**src/rtl/seq_pkg.sv**
```systemverilog
// -----------------------------------------------------------------------------
// seq_pkg
// Shared definitions for the serial sequence generator and its companion
// sequence detector benches: FSM state encodings, the default maximum pattern
// length, and small helpers used when sizing and qualifying requests.
// No ports (package).
// -----------------------------------------------------------------------------
package seq_pkg;

    // FSM state encoding, fixed so that detector benches can decode it.
    typedef enum logic [1:0] {
        S_IDLE  = 2'd0,
        S_SHIFT = 2'd1,
        S_DONE  = 2'd2
    } seq_state_t;

    // Default maximum pattern length in bits.
    localparam int SEQ_MAX_LEN = 8;

    // Width of a bit index able to address every bit of a max_len pattern.
    // A one-bit pattern still gets a one-bit counter so the vector is legal.
    function automatic int idx_width(input int max_len);
        if (max_len > 1) begin
            return $clog2(max_len);
        end else begin
            return 1;
        end
    endfunction

    // A requested length is usable only when it lies in 1..max_len.
    function automatic logic len_in_range(input logic [3:0] len, input int max_len);
        return (len != 4'd0) && (int'(len) <= max_len);
    endfunction

endpackage : seq_pkg

```
**src/rtl/seq_down_counter.sv**
```systemverilog
// -----------------------------------------------------------------------------
// seq_down_counter
// Loadable down counter with a zero flag. A load takes priority over a
// decrement; a decrement request while already at zero holds the value, so the
// counter never wraps below zero.
//
// Ports:
//   clk       in   clock, state updates on posedge
//   reset     in   asynchronous active-high reset, clears the count
//   load      in   load load_val on the next edge
//   load_val  in   [W-1:0] value to load
//   dec       in   decrement on the next edge (ignored at zero)
//   count     out  [W-1:0] current registered count
//   zero      out  high while count is zero
// -----------------------------------------------------------------------------
module seq_down_counter #(
    parameter int W = 4
) (
    input  logic         clk,
    input  logic         reset,
    input  logic         load,
    input  logic [W-1:0] load_val,
    input  logic         dec,
    output logic [W-1:0] count,
    output logic         zero
);

    logic [W-1:0] count_r;
    logic [W-1:0] count_next_s;

    // Next-count selection: load, saturating decrement, or hold.
    always_comb begin
        count_next_s = count_r;
        if (load) begin
            count_next_s = load_val;
        end else if (dec && (count_r != {W{1'b0}})) begin
            count_next_s = count_r - W'(1);
        end else begin
            count_next_s = count_r;
        end
    end

    // Count register with asynchronous clear.
    always_ff @(posedge clk or posedge reset) begin
        if (reset) begin
            count_r <= {W{1'b0}};
        end else begin
            count_r <= count_next_s;
        end
    end

    assign count = count_r;
    assign zero  = (count_r == {W{1'b0}});

endmodule : seq_down_counter

```
**src/rtl/sequence_generator.sv**
```systemverilog
// -----------------------------------------------------------------------------
// sequence_generator
// Serialises a right-justified bit pattern MSB-first (from bit len-1), repeated
// back-to-back max(repeat_n,1) times, then pulses done for one cycle. Built as
// a three-state Moore FSM (IDLE, SHIFT, DONE); every output is decoded from
// registered state only. An abort in SHIFT returns to IDLE without a done pulse.
//
// Ports:
//   clk       in   clock, all state updates on posedge
//   reset     in   asynchronous active-high reset
//   start     in   begin transmission (sampled only in IDLE)
//   pattern   in   [MAX_LEN-1:0] right-justified pattern
//   len       in   [3:0] pattern length, legal 1..MAX_LEN
//   repeat_n  in   [REP_W-1:0] repetition count, 0 behaves as 1
//                  (named repeat_n because "repeat" is a reserved word)
//   abort     in   cancel an in-progress transmission
//   x         out  serial data bit (0 when not valid)
//   valid     out  x carries a pattern bit this cycle
//   busy      out  high in SHIFT and DONE
//   done      out  one-cycle pulse on normal completion
// -----------------------------------------------------------------------------
module sequence_generator
    import seq_pkg::*;
#(
    parameter int MAX_LEN = SEQ_MAX_LEN,
    parameter int REP_W   = 4
) (
    input  logic               clk,
    input  logic               reset,
    input  logic               start,
    input  logic [MAX_LEN-1:0] pattern,
    input  logic [3:0]         len,
    input  logic [REP_W-1:0]   repeat_n,
    input  logic               abort,
    output logic               x,
    output logic               valid,
    output logic               busy,
    output logic               done
);

    localparam int IDX_W = idx_width(MAX_LEN);

    seq_state_t         state_r;
    seq_state_t         state_next_s;
    logic [MAX_LEN-1:0] pattern_r;
    logic [3:0]         len_r;

    logic               capture_s;
    logic               len_ok_s;
    logic               bit_load_s;
    logic               bit_dec_s;
    logic [IDX_W-1:0]   bit_load_val_s;
    logic [IDX_W-1:0]   bit_idx_s;
    logic               bit_zero_s;
    logic               rep_load_s;
    logic               rep_dec_s;
    logic [REP_W-1:0]   rep_load_val_s;
    logic [REP_W-1:0]   rep_count_unused_s;
    logic               rep_zero_s;

    assign len_ok_s = len_in_range(len, MAX_LEN);

    // The repeat counter holds repetitions still to come after the current
    // one, so it is loaded with max(repeat_n,1)-1.
    assign rep_load_val_s = (repeat_n == {REP_W{1'b0}}) ? {REP_W{1'b0}}
                                                        : (repeat_n - REP_W'(1));

    // Reloads mid-stream must use the captured length, never the live input.
    assign bit_load_val_s = capture_s ? IDX_W'(len - 4'd1) : IDX_W'(len_r - 4'd1);

    // Next-state and counter-control decode.
    always_comb begin
        state_next_s = state_r;
        capture_s    = 1'b0;
        bit_load_s   = 1'b0;
        bit_dec_s    = 1'b0;
        rep_load_s   = 1'b0;
        rep_dec_s    = 1'b0;
        case (state_r)
            S_IDLE: begin
                if (start && len_ok_s) begin
                    capture_s    = 1'b1;
                    bit_load_s   = 1'b1;
                    rep_load_s   = 1'b1;
                    state_next_s = S_SHIFT;
                end else begin
                    state_next_s = S_IDLE;
                end
            end
            S_SHIFT: begin
                // Abort wins over completion on the same edge.
                if (abort) begin
                    state_next_s = S_IDLE;
                end else if (bit_zero_s) begin
                    if (rep_zero_s) begin
                        state_next_s = S_DONE;
                    end else begin
                        // Seamless reload: next cycle carries bit len-1 again.
                        bit_load_s   = 1'b1;
                        rep_dec_s    = 1'b1;
                        state_next_s = S_SHIFT;
                    end
                end else begin
                    bit_dec_s    = 1'b1;
                    state_next_s = S_SHIFT;
                end
            end
            S_DONE: begin
                state_next_s = S_IDLE;
            end
            default: begin
                state_next_s = S_IDLE;
            end
        endcase
    end

    // FSM state register.
    always_ff @(posedge clk or posedge reset) begin
        if (reset) begin
            state_r <= S_IDLE;
        end else begin
            state_r <= state_next_s;
        end
    end

    // Captured pattern and length; frozen for the whole transmission.
    always_ff @(posedge clk or posedge reset) begin
        if (reset) begin
            pattern_r <= {MAX_LEN{1'b0}};
            len_r     <= 4'd0;
        end else if (capture_s) begin
            pattern_r <= pattern;
            len_r     <= len;
        end else begin
            pattern_r <= pattern_r;
            len_r     <= len_r;
        end
    end

    seq_down_counter #(
        .W (IDX_W)
    ) u_bit_cnt (
        .clk      (clk),
        .reset    (reset),
        .load     (bit_load_s),
        .load_val (bit_load_val_s),
        .dec      (bit_dec_s),
        .count    (bit_idx_s),
        .zero     (bit_zero_s)
    );

    seq_down_counter #(
        .W (REP_W)
    ) u_rep_cnt (
        .clk      (clk),
        .reset    (reset),
        .load     (rep_load_s),
        .load_val (rep_load_val_s),
        .dec      (rep_dec_s),
        .count    (rep_count_unused_s),
        .zero     (rep_zero_s)
    );

    // Moore output decode from registered state, index and pattern.
    assign x     = (state_r == S_SHIFT) ? pattern_r[bit_idx_s] : 1'b0;
    assign valid = (state_r == S_SHIFT);
    assign busy  = (state_r == S_SHIFT) || (state_r == S_DONE);
    assign done  = (state_r == S_DONE);

endmodule : sequence_generator

```
**config.mk**
```make
export PLATFORM = sky130hd
export DESIGN_NAME = sequence_generator
export DESIGN_NICKNAME = d
export VERILOG_FILES = /design/src/rtl/seq_pkg.sv /design/src/rtl/seq_down_counter.sv /design/src/rtl/sequence_generator.sv
export SDC_FILE = /design/constraint.sdc
export NUM_CORES = 1
export LEC_CHECK = 0
export ABC_AREA = 1
export BUFFER_PORTS_ARGS = -buffer_cell sky130_fd_sc_hd__buf_4
export CORE_MARGIN = 2
export CORE_UTILIZATION = 49
export DETAILED_ROUTE_END_ITERATION = 7
export HOLD_SLACK_MARGIN = 0.06
export PLACE_DENSITY = 0.72
export SETUP_SLACK_MARGIN = 0.1
export SLEW_MARGIN = 20
export SYNTH_ARGS = -nofsm -noshare
export SYNTH_HDL_FRONTEND = slang
export SYNTH_HIERARCHICAL = 1
export SYNTH_SLANG_ARGS = --single-unit
```
**constraint.sdc**
```tcl
create_clock -name clk -period 2.46 [get_ports clk]
set_clock_uncertainty 0.05 [all_clocks]
set_input_delay 0 -clock clk [delete_from_list [all_inputs] [get_ports clk]]
set_output_delay 0 -clock clk [all_outputs]
set_load 0.005 [all_outputs]
```
[Word level (Yosys, flattened, before mapping)]
Cells that the tools add are included.
Cells by class
  bitwise gates (word level): 0
  add/sub/neg operators: 5
  equal/unequal tests: 2
  $lt $le $gt $ge: 2
  reduce and logical (&&, ||, !) cells: 14
  multiply operators: 0
  shift operators: 0
  divide/modulo/power cells: 0
  multiplexer cells: 24
Operators by type and width (count)
  $mux 1: 12
  $mux 4: 3
  $mux 3: 3
  $sub 3x1->3 const B: 3
  $logic_not 4->1: 2
  $reduce_bool 4->1: 2
  $sub 4x1->4 const B: 2
  $mux 2: 3
  $le 4x4->1 const B: 1
  $logic_and 1x1->1: 4
  $lt 3x4->1 const B: 1
  $pmux 2 s2: 1
  $reduce_bool 2->1: 2
  $bmux 1 s3: 1
  $logic_not 3->1: 1
  $reduce_bool 3->1: 1
  $eq 2x1->1 const B: 1
  $eq 2x2->1 const B: 1
  $logic_not 2->1: 1
  $pmux 1 s2: 1
  $logic_or 1x1->1: 1
Storage, ports and cells
  logic and storage cells: 52
  output and inout bits: 4
  bits in latches: 0
  memory bits (writable): 0
  register bits after elaboration: 20
  memory bits (read-only): 0
  memories kept: 0

[Depth between registers and ports, before layout]
Gate-level depths: netlist of the first run.
  depth after elaboration: 8
  depth in mapped cells: 16
  mapped depth without buffers: 15

[By module]
Netlist of the first run, hierarchy kept.
Modules (own cells, without submodules)
  sequence_generator: area an instance 805.8 um^2, times used 1, cells an instance 111
  seq_down_counter at u_rep_cnt: area an instance 299.0 um^2, times used 1, cells an instance 47
  seq_down_counter at u_bit_cnt: area an instance 196.4 um^2, times used 1, cells an instance 28

[Worst setup path after synthesis of the first run]
Ideal clock, no wire load.
  path type: flip-flop to flip-flop
  start: reg state_r[0]
  end: reg u_bit_cnt.count_r[2], in the netlist u_bit_cnt/count[2]
  buffers on the path: 1
  period minus slack after synthesis: 1.818 ns
  slack: 0.642 ns
  data arrival time: 1.651 ns
  stages on the path, launching flop included: 16
  setup time: 0.117 ns
  path through: dfrtp_1 inv_1 ha_1 nand2_1 inv_1 nand3_4 buf_6 nand2_1 o21ai_1 ha_1 nand3_1 nand2_1 nand2_1 o21ai_0 nand2_1 nand2_1
Between the ends
  longest elaborated chain between the ends: 4
  elaborated cells between the ends (all ways): 9
Ends and longest elaborated chain
  start, declared: line sequence_generator.sv:43  | seq_state_t state_r;
  start signal, assigned: line sequence_generator.sv:122  | state_r <= state_next_s;
  $logic_not 2->1: line sequence_generator.sv:79  | case (state_r)
  $mux 1: line sequence_generator.sv:79
  $mux 3: line sequence_generator.sv:69  | assign bit_load_val_s = capture_s ? IDX_W'(len - 4'd1) : IDX_W'(len_r - 4'd1);
  named net bit_load_val_s[2]: line sequence_generator.sv:52  | logic [IDX_W-1:0] bit_load_val_s;
  $mux 3: line seq_down_counter.sv:34  | if (load) begin
  end signal, assigned: line seq_down_counter.sv:46  | count_r <= {W{1'b0}};
  end signal, assigned: line seq_down_counter.sv:48  | count_r <= count_next_s;
  end, declared: line seq_down_counter.sv:28  | logic [W-1:0] count_r;
The timed path passes the listed nets, and every way through them passes these cells.
A chain may end at the register's enable or synchronous reset.

[Worst setup path in the final report of the first run]
  start: reg u_bit_cnt.count_r[0], in the netlist u_bit_cnt/count[0]
  end: reg state_r[0]
Between the ends
  longest elaborated chain between the ends: 4
Ends and longest elaborated chain
  $logic_not 3->1: line seq_down_counter.sv:53  | assign zero = (count_r == {W{1'b0}});
  named net bit_zero_s: line sequence_generator.sv:54  | logic bit_zero_s;
  $mux 2: line sequence_generator.sv:94  | end else if (bit_zero_s) begin
  $mux 2: line sequence_generator.sv:92  | if (abort) begin
  $pmux 2 s2: line sequence_generator.sv:79
  named net state_next_s[0]: line sequence_generator.sv:44  | seq_state_t state_next_s;
The timed path passes the listed nets, and every way through them passes these cells.

==> results of run 1 <==
-- cells in the mapped netlist, drive strengths merged --
library cell / n / area (µm²)
a21oi: 3 / 15.01
o21ai: 15 / 78.82
ha: 7 / 87.58
or2: 1 / 6.260
buf: 2 / 22.52
nor2: 13 / 51.30
nand3b: 2 / 15.01
dfrtp: 20 / 500.5
clkinv: 1 / 3.750
nand3: 11 / 67.57
nand2: 72 / 290.3
nand4: 2 / 12.51
o211ai: 2 / 15.01
inv: 34 / 127.6
o21a: 1 / 7.510
-- critical path, cell delays in order (launching register included) --
cell and delay (ns):
sky130_fd_sc_hd__dfrtp_1 0.56, sky130_fd_sc_hd__inv_1 0.11, sky130_fd_sc_hd__ha_1 0.23, sky130_fd_sc_hd__ha_1 0.23, sky130_fd_sc_hd__nand2_1 0.09, sky130_fd_sc_hd__nand3_1 0.06
sky130_fd_sc_hd__nand2_1 0.09, sky130_fd_sc_hd__dlygate4sd3_1 0.56
-- cells in the final DEF, fill, tap and decap left out, drive strengths merged --
cell type,Yosys,layout
o21a,1,1
buf,2,24
a21oi,3,3
nand2,72,72
nand3,11,11
dlygate4sd3,0,17
or2,1,1
nand4,2,2
nor2,13,13
clkinv,1,1
nand3b,2,2
ha,7,7
bufinv,0,1
o211ai,2,2
o21ai,15,15
inv,34,34
dfrtp,20,20
clkbuf,0,3
-- power groups by stage --
stage | Clock, mW | Sequential, mW | Combinational, mW
after CTS | 0.278 | 0.541 | 0.669
after global routing | 0.288 | 0.559 | 0.759
after global placement | 0 | 0.542 | 0.600
after detailed placement | 0 | 0.548 | 0.632
after floorplan | 0 | 0.520 | 0.484
final | 0.272 | 0.542 | 0.676
-- registers in the layout, indices dropped and copies added, names as in the netlist --
register / cells
state_r: 2
u_bit_cnt/count: 3
u_rep_cnt/count: 4
pattern_r: 8
len_r: 3
-- repair_timing --
item                                    CTS  global route
hold buffers                             17             0
endpoints found under the setup margin    0             0
endpoints found under the hold margin    34             0
-- final timing paths --
path | to | slack [ns] | cells past startpoint
max in group asynchronous | u_bit_cnt/count[0] | 1.61 | 4
max | state_r[0] | 0.42 | 7
min in group asynchronous | u_rep_cnt/count[0] | 0.09 | 3
min | u_rep_cnt/count[1] | 0.08 | 7
min reg2reg | pattern_r[2] | 0.46 | 2
max reg2reg | state_r[0] | 0.42 | 7
-- final cells by class --
type / count / area share [%]
timing repair buffer: 41 / 20.38
inverter: 35 / 7.642
multi-input combinational: 129 / 37.63
clock buffer: 3 / 1.310
sequential: 20 / 29.11
tap: 30 / 2.183
clock inverter: 1 / 1.747
-- cells by family (layout without fill, tap and decap cells) --
group | Yosys count | in the layout | synth area share, %
AOI/OAI and AO/OA | 21 | 21 | 8.941
adders and majority gates | 7 | 7 | 6.730
buffers and inverters | 37 | 80 | 11.83
DFF | 20 | 20 | 38.46
and+or+nand+nor | 101 | 101 | 34.04
-- metrics by stage --
step	total power, mW	area [µm²]	worst slack, ns	util (%)	std cells
floorplan	1.005	1301	0.6420	-	186
global placement	1.142	1496	0.5940	59.86	238
detailed placement	1.180	1496	0.4792	59.86	238
CTS	1.488	1719	0.4649	68.77	259
global route	1.606	1719	0.2727	68.77	259
finish	1.489	1719	0.4201	68.77	259
-- layer usage --
layer | vias to the layer above | track usage (%) | wire length, µm
li1 | 663 | - | -
met1 | 568 | 19.14 | 1136
met2 | 37 | 40.82 | 1617
met3 | 8 | 3.044 | 114
met4 | 0 | 5.226 | 55
met5 | - | 0 | 0
==> parameters.txt, run 1 <==
Parameter                              Value

Placed design
  RePlAce Congestion ... 0.8486
  Detailed-placement wirelength estimate ... 2.121 mm
  Buffers on Ports ... 23

Die
  Horizontal extent of the die ... 55.53 µm
  IO Pins ... 24
  Core Footprint ... 2500 µm²
  Floorplan die height ... 55.53 µm
  Standard-cell row count ... 18
  Die area ... 3084 µm²
  Starting density of the core ... 52.05%

Global route
  Global-route wire length before repair ... 4.878 mm
  Overall track demand over capacity in global routing ... 19.54%
  Via count of the first global-routing pass ... 1285
  Total congestion overflow ... 0
  Initial antenna violation count ... 0
  Pin count of the biggest net entering global routing ... 21

Clocking
  H-tree levels ... 1
  Clock transition at path regs ... 0.12 ns
  Maximum buffer depth of the clock tree ... 2
  Quantity of gates resized following cts ... 0
  Root Buffer Master ... sky130_fd_sc_hd__clkbuf_4
  TritonCTS buffer count ... 3
  TritonCTS clock tree ... done
  Num Clock Sinks ... 20
  Skew-Pair Late Insertion Delay ... 0.30 ns
  Buffers inserted by post-CTS timing repair ... 0

Logic synthesis
  Area of the mapped netlist ... 1301 µm²
  Synth Area per Inst ... 6.996 µm²
  Number of distinct standard cells referenced by the synthesized netlist ... 22
  Net Count, Synth ... 213
  Yosys Warn Count ... 6
  Synthesized instance count ... 186
  Register bit total from synthesis ... 20
  Proportion of synthesized chip area in sequential cells ... 38.46%

Timing
  Final min period ... 2.040 ns
  FMAX ... 490.2 MHz
  Final setup vio count ... 0
  Setup total negative slack ... 0 ns
  Actual slew at the worst max-slew pin ... 0.5229 ns
  Normalized max-slew margin ... 65.10%
  Ratio of final minimum period to clock period ... 82.92%
  Post-route worst hold slack ... 0.07972 ns
  Setup repair after global routing missed its margin ... no
  Pins over their slew limit ... 0
  Hold Violations, Final ... 0

Worst setup path
  Critical Path End Type ... register
  Sort of element at the start of the critical path ... register
  CP required ... 2.65 ns
  Critical Path Fanout Max ... 11
  Setup CP Type ... reg2reg
  Critical R2R Launch ... u_bit_cnt/count[0]
  First element of the critical path ... u_bit_cnt/count[0]
  Arrival time at the worst endpoint ... 2.23 ns

Detailed routing
  Via Count ... 1276
  Final Routed Wirelength ... 2.923 mm
  DRC violation total after the first TritonRoute iteration ... 35
  Drt pass-1 iters ... 4
  Average routed wire per standard cell ... 11.29 µm
  Via density ... 4.927
  Number of antenna-violating nets in the routed design ... 0
  Remaining design rule violation count ... 0

Pwr
  Part of the total power dissipated in combinational logic ... 45.4%
  Fraction of power consumed by the clock network ... 18.2%
  Sequential fraction of design power ... 36.4%
  Sw power ... 0.5925 mW
  Share of total power consumed by net switching ... 39.78%
  Worst voltage drop across the vdd grid ... 545.7 µV
  Cell-internal power ... 0.8970 mW
  Power Dens Cells ... 866.4 nW/µm²
  Leakage power figure ... 0.9420 nW

Cells and area
  Combined area of the multi-input logic cells ... 646.9 µm²
  Diode count ... 0
  Final #Nets ... 257
  Area taken by flip-flops and latches ... 500.5 µm²
  Fill count ... 224
  Area overhead of the layout relative to synthesis ... 32.12%
  Fraction of layout cells with a size suffix above 1 ... 17.90%

Min path
  Path class of the lowest-slack min-delay path ... in2reg
  Hold Crit Start ... repeat_n[1]

Outcome
  Outcome ... finished clean

Flow run
  Reported max-cap violation count ... 0
Note: power is estimated with default switching activity, not from simulation.
==> inputs of run 2 (changes only) <==
ABC_AREA = 0   (was 1)
clock period = 2 ns   (was 2.46 ns; I/O delays follow)
==> run 2 against run 1 <==
Effect of this change: the flow now finishes with violations (negative setup slack); cell count shrank 15%; total power grew 28%; routed wire length grew 21%; critical path depth grew 4; critical endpoint is now u_bit_cnt/count[2]; largest cell class unchanged; largest power group unchanged.
==> parameters.txt, run 2 <==
Parameter                              Value

Timing
  Post-route worst hold slack ... 0.09603 ns
  Final min period ... 2.006 ns
  Setup repair after global routing missed its margin ... yes
  Final setup vio count ... 1
  Pins over their slew limit ... 0
  Ratio of final minimum period to clock period ... 100.3%
  Setup total negative slack ... -0.005689 ns
  Normalized max-slew margin ... 63.50%
  Hold Violations, Final ... 0
  FMAX ... 498.6 MHz
  Actual slew at the worst max-slew pin ... 0.5469 ns
  Worst Slack Setup Final ... -0.005689 ns

Die
  Die area ... 3103 µm²
  Starting density of the core ... 52.40%
  Horizontal extent of the die ... 55.71 µm
  Standard-cell row count ... 18
  Floorplan die height ... 55.71 µm
  IO Pins ... 24
  Core Footprint ... 2500 µm²

Worst setup path
  CP required ... 2.13 ns
  Critical-path top delay cell ... sky130_fd_sc_hd__dfrtp_1
  Critical Path End Type ... register
  Capture point of the worst path ... u_bit_cnt/count[2]
  Endpoint of the worst register-to-register path ... u_bit_cnt/count[2]
  First element of the critical path ... state_r[1]
  Critical R2R Launch ... state_r[1]
  Reg2reg path depth ... 11
  Critical Path Fanout Max ... 4
  Longest individual stage delay on the worst path ... 0.40 ns
  Cell chain of the critical path ... inv_2 > ha_4 > nand2_4 > nor3_4 > mux2i_2 > ha_2 > nand3b_1 > mux2i_1 > a211oi_1 > nand2_1 > o311ai_1
  Arrival time at the worst endpoint ... 2.14 ns
  Sort of element at the start of the critical path ... register
  Setup CP Type ... reg2reg
  Reg2reg setup slack ... -0.006 ns

Detailed routing
  Drt pass-1 iters ... 4
  Via Count ... 1212
  Via density ... 5.484
  Average routed wire per standard cell ... 15.99 µm
  Number of antenna-violating nets in the routed design ... 0
  DRC violation total after the first TritonRoute iteration ... 33
  Remaining design rule violation count ... 0
  Final Routed Wirelength ... 3.533 mm

Global route
  Pin count of the biggest net entering global routing ... 20
  Global-route wire length before repair ... 5.768 mm
  Total congestion overflow ... 0
  Overall track demand over capacity in global routing ... 23.42%
  Initial antenna violation count ... 0
  Via count of the first global-routing pass ... 1254

Cells and area
  Final non-filler cell total ... 221
  Area overhead of the layout relative to synthesis ... 52.91%
  Diode count ... 0
  Largest register FFs ... 8
  Most frequent standard cell in the layout excluding fill and tap cells ... sky130_fd_sc_hd__buf_4
  Final #Nets ... 220
  Register with the highest flop count ... pattern_r
  Cell area after layout ... 2003 µm²
  Commonest cells after routing, fill and taps aside ... sky130_fd_sc_hd__buf_4 (47), sky130_fd_sc_hd__dfrtp_1 (20), sky130_fd_sc_hd__dlygate4sd3_1 (19)
  Fraction of layout cells with a size suffix above 1 ... 46.07%

Logic synthesis
  Register bit total from synthesis ... 20
  Cell types with the largest area share after synthesis ... sky130_fd_sc_hd__dfrtp_1 (38%), sky130_fd_sc_hd__ha_1 (6.7%), sky130_fd_sc_hd__mux2_4 (5.7%), sky130_fd_sc_hd__mux2_2 (4.3%), sky130_fd_sc_hd__nand2_1 (4.0%)
  Most instantiated library cell after synthesis ... sky130_fd_sc_hd__dfrtp_1
  Synth top cells by count ... sky130_fd_sc_hd__dfrtp_1 (20), sky130_fd_sc_hd__nand2_1 (14), sky130_fd_sc_hd__inv_1 (13)
  Proportion of netlist area held by the largest area contributor ... 38.20%
  FFs w/ async S/R, synth ... 100.0%
  Synthesized instance count ... 124
  Main flop type after synthesis ... sky130_fd_sc_hd__dfrtp_1
  Proportion of synthesized chip area in sequential cells ... 38.20%
  Cell type with the largest total area after synthesis ... sky130_fd_sc_hd__dfrtp_1
  Net Count, Synth ... 151
  Yosys Warn Count ... 6
  Synth Area per Inst ... 10.56 µm²
  Count of flip-flops with a built-in enable after synthesis ... 0
  Area of the mapped netlist ... 1310 µm²
  Number of distinct standard cells referenced by the synthesized netlist ... 41

Pwr
  Overall power of the completed layout ... 1.904 mW
  Worst voltage drop across the vdd grid ... 739.9 µV
  Power Dens Cells ... 950.4 nW/µm²
  Leakage power figure ... 0.9276 nW

Flow run
  Reported max-cap violation count ... 0

Min path
  Path class of the lowest-slack min-delay path ... in2async

Placed design
  Buffers on Ports ... 23
  Total cell area at the placement stage ... 1660 µm²
  Number of placed instances with taps included ... 193
  Detailed-placement wirelength estimate ... 2.161 mm
  RePlAce Congestion ... 0.7942

Outcome
  Failing checks ... negative setup slack
  Outcome ... finished, violations left

Clocking
  Num Clock Sinks ... 20
  Skew-Pair Late Insertion Delay ... 0.29 ns
  TritonCTS buffer count ... 3
  Maximum buffer depth of the clock tree ... 2
  Root Buffer Master ... sky130_fd_sc_hd__clkbuf_4
  TritonCTS clock tree ... done
  H-tree levels ... 1
  Clock transition at path regs ... 0.11 ns
==> run 2: cell count changes after synthesis, moves of 4 or more <==
cell,previous run,this run
sky130_fd_sc_hd__nand2_1,66,14
sky130_fd_sc_hd__inv_1,31,13
sky130_fd_sc_hd__nand3_1,10,2
sky130_fd_sc_hd__nor2_1,12,4
sky130_fd_sc_hd__o21ai_0,9,3
sky130_fd_sc_hd__mux2_2,0,5
sky130_fd_sc_hd__mux2_4,0,5
sky130_fd_sc_hd__nand2_2,5,0
sky130_fd_sc_hd__nor3_1,0,4
==> run 2: cells by family (layout without fill, tap and decap cells) <==
family	Yosys count	in the layout	synth area share, %
AO/OA/AOI/OAI	23	23	12.70
AND/OR/NAND/NOR	44	44	21.49
adder cells (fa/ha/maj)	7	7	6.685
flip-flops	20	20	38.20
buffers and inverters	15	82	5.157
multiplexers	15	15	15.76
==> run 2: worst max-delay path: cells and delay by family (launching register included) <==
kind | cells | cell delay, ns
flops | 1 | 0.40
fa+ha+maj | 2 | 0.38
buf+inv | 1 | 0.08
mux | 2 | 0.40
simple gates | 4 | 0.41
compound gates | 2 | 0.14
==> run 2: area by class of cell <==
type	count	area, µm²
Clock buffer	3	22.52
Fill cell	144	496.7
Inverter	13	51.30
Multi-Input combinational cell	89	848.3
Sequential cell	20	500.5
Tap cell	30	37.54
Timing Repair Buffer	66	543.0
==> run 2: how the worst min path moves through the flow <==
stage / startpoint / to / slack (ns) / depth (start not counted)
detailed placement: reset / u_bit_cnt/count[1] / -0.14 / 2
CTS: reset / u_bit_cnt/count[0] / 0.08 / 3
global route: reset / u_bit_cnt/count[1] / 0.10 / 3
finish: reset / u_bit_cnt/count[2] / 0.1 / 3
floorplan: reset / u_bit_cnt/count[0] / -0.30 / 1
global placement: reset / u_bit_cnt/count[1] / -0.14 / 2
==> run 2: per-layer routing <==
layer / vias to the layer above / track usage, % / wire length [µm]
met5: - / 0 / 0
met2: 30 / 46.94 / 1963
met4: 0 / 6.272 / 120
met3: 10 / 1.163 / 67
li1: 590 / - / -
met1: 582 / 26.32 / 1382
==> run 2: report_power, final <==
part,switching [mW],leakage (nW),internal (mW)
registers,0.101,0.240,0.539
logic,0.462,0.673,0.611
clock network,0.121,0.0138,0.0701
total,0.684,0.928,1.22
==> run 2: through the flow <==
stage	setup WS (ns)	util, %
3_3_place_gp	-0.003073	66.42
5_1_grt	-0.1340	80.13
2_1_floorplan	-0.1106	-
6_report	-0.005689	80.13
3_5_place_dp	-0.05964	66.42
4_1_cts	0.01255	77.38
==> run 2: timing repair <==
| action | in CTS | in global routing |
|---|---|---|
| hold endpoints to repair | 35 | 0 |
| endpoints found under the setup margin | 6 | 7 |
| gates resized for setup | 8 | 13 |
| pin swaps | 2 | 3 |
| hold buffers | 20 | 0 |
| gates cloned | 0 | 0 |
| buffers inserted | 3 | 3 |
==> inputs of run 3 (changes only) <==
CORE_ASPECT_RATIO = 1.2   (was default)
==> run 3 against run 2 <==
Effect of this change: the flow still finishes with violations (negative setup slack); routed wire length is 2.5% lower; total power is 8.7% higher; clock-buffer cell count stayed put; sequential share of layout area is 0.90 points lower; first-iteration DRC count is 21% lower; non-clock buffer count is 4 higher; hold slack worse by 0.034 ns; utilization is 2.1 points higher; register-to-register slack worse by 0.14 ns; combinational power hardly changed; via count is 1.9% higher; clock power is 75% higher.
==> parameters.txt, run 3 (synthesis results as in run 2) <==
Parameter                              Value

Global route
  Pin count of the biggest net entering global routing ... 14
  Global-route wire length before repair ... 5.713 mm
  Initial antenna violation count ... 0
  Via count of the first global-routing pass ... 1354
  Overall track demand over capacity in global routing ... 24.82%
  Total congestion overflow ... 0

Worst setup path
  Setup CP Type ... reg2reg
  Arrival time at the worst endpoint ... 2.28 ns
  Critical Path Fanout Max ... 4
  CP required ... 2.14 ns
  Critical Path End Type ... register
  Sort of element at the start of the critical path ... register

Cells and area
  Final #Nets ... 224
  Fill count ... 149
  Most frequent standard cell in the layout excluding fill and tap cells ... sky130_fd_sc_hd__buf_4
  Final non-filler cell total ... 229
  Largest register FFs ... 8
  Diode count ... 0
  Commonest cells after routing, fill and taps aside ... sky130_fd_sc_hd__buf_4 (48), sky130_fd_sc_hd__dfrtp_1 (20), sky130_fd_sc_hd__dlygate4sd3_1 (19)
  Register with the highest flop count ... pattern_r
  Area overhead of the layout relative to synthesis ... 58.64%
  Area taken by flip-flops and latches ... 500.5 µm²
  Final core utilization ... 82.23%
  Combined area of the multi-input logic cells ... 848.3 µm²
  Cell area after layout ... 2078 µm²
  Fraction of layout cells with a size suffix above 1 ... 47.45%

Clocking
  TritonCTS buffer count ... 3
  Num Clock Sinks ... 20
  Skew-Pair Late Insertion Delay ... 0.30 ns
  Root Buffer Master ... sky130_fd_sc_hd__clkbuf_4
  Clock transition at path regs ... 0.12 ns
  H-tree levels ... 1
  Maximum buffer depth of the clock tree ... 2
  TritonCTS clock tree ... done

Timing
  Ratio of final minimum period to clock period ... 107.2%
  Final min period ... 2.143 ns
  Post-route worst hold slack ... 0.06160 ns
  FMAX ... 466.6 MHz
  Setup repair after global routing missed its margin ... yes
  Pins over their slew limit ... 0
  Final setup vio count ... 1
  Hold Violations, Final ... 0
  Normalized max-slew margin ... 65.98%
  Actual slew at the worst max-slew pin ... 0.5097 ns
  Worst Slack Setup Final ... -0.1432 ns

Outcome
  Failing checks ... negative setup slack
  Outcome ... finished, violations left

Placed design
  Total cell area at the placement stage ... 1627 µm²
  Pre-CTS setup slack ... -0.09691 ns
  Number of placed instances with taps included ... 191
  RePlAce Congestion ... 0.7517
  Detailed-placement wirelength estimate ... 2.165 mm
  Buffers on Ports ... 23

Pwr
  Power Dens Cells ... 995.8 nW/µm²
  Worst voltage drop across the vdd grid ... 858.2 µV
  Leakage power figure ... 0.9636 nW

Detailed routing
  Average routed wire per standard cell ... 15.05 µm
  Via density ... 5.393
  Drt pass-1 iters ... 4
  Final Routed Wirelength ... 3.446 mm
  Number of antenna-violating nets in the routed design ... 0
  Via Count ... 1235
  DRC violation total after the first TritonRoute iteration ... 26
  Remaining design rule violation count ... 0

Die
  Standard-cell row count ... 20
  Floorplan die height ... 60.64 µm
  IO Pins ... 24
  Die area ... 3105 µm²
  Core Footprint ... 2527 µm²
  Starting density of the core ... 51.83%
  Horizontal extent of the die ... 51.20 µm

Min path
  Path class of the lowest-slack min-delay path ... in2reg

Flow run
  Reported max-cap violation count ... 0
[run 3: through the flow]
stage          setup TNS, ns  power (mW)
2_1_floorplan        -0.1106       1.144
3_3_place_gp               0       1.382
3_5_place_dp         -0.1048       1.433
4_1_cts              -0.1128       1.924
5_1_grt              -0.3655       2.226
6_report             -0.1432       2.069
[run 3: per-layer routing]
metal	up-vias	routed length [µm]	GRT usage (%)
li1	598	-	-
met1	595	1340	26.19
met2	32	1926	47.31
met3	10	96	3.695
met4	0	82	13.51
met5	-	0	0
[run 3: worst paths after layout]
check	end	depth (start not counted)	slack, ns	from
worst max-delay path	u_bit_cnt/count[2]	11	-0.14	state_r[0]
worst min-delay path	u_rep_cnt/count[2]	5	0.06	repeat_n[0]
worst max register to register	u_bit_cnt/count[2]	11	-0.14	state_r[0]
worst min register to register	pattern_r[6]	1	0.47	pattern_r[6]
max in group asynchronous	pattern_r[1]	3	1.33	reset
min in group asynchronous	u_bit_cnt/count[0]	3	0.08	reset
[run 3: power breakdown]
part | total (mW) | internal, mW | switching [mW]
Clock | 0.335 | 0.203 | 0.132
Sequential | 0.646 | 0.539 | 0.107
Combinational | 1.09 | 0.637 | 0.452
Total | 2.07 | 1.38 | 0.691
[run 3: cell type report]
| type | instances | share of cell area, % |
|---|---|---|
| Clock buffer | 3 | 1.084 |
| Sequential cell | 20 | 24.08 |
| Multi-Input combinational cell | 89 | 40.82 |
| Timing Repair Buffer | 70 | 28.12 |
| Inverter | 13 | 2.468 |
| Tap cell | 33 | 1.987 |
| Clock inverter | 1 | 1.445 |
[run 3: timing repair]
action | in CTS | in global routing
endpoints found under the setup margin | 5 | 7
resized for setup | 9 | 14
pin swaps | 5 | 7
setup buffers | 7 | 8
hold buffers | 21 | 0
endpoints found under the hold margin | 37 | 0
cloned | 0 | 0
[run 3: critical path, cell delays in order (launching register included)]
cell                       delay (ns)
sky130_fd_sc_hd__dfrtp_1         0.42
sky130_fd_sc_hd__inv_2           0.09
sky130_fd_sc_hd__ha_4            0.14
sky130_fd_sc_hd__nand2_4         0.05
sky130_fd_sc_hd__nor3_4          0.24
sky130_fd_sc_hd__mux2i_1         0.27
sky130_fd_sc_hd__ha_2            0.24
sky130_fd_sc_hd__nand3b_1        0.08
sky130_fd_sc_hd__mux2i_1         0.18
sky130_fd_sc_hd__a211oi_2        0.05
sky130_fd_sc_hd__nand2_1         0.10
sky130_fd_sc_hd__o311ai_2        0.11
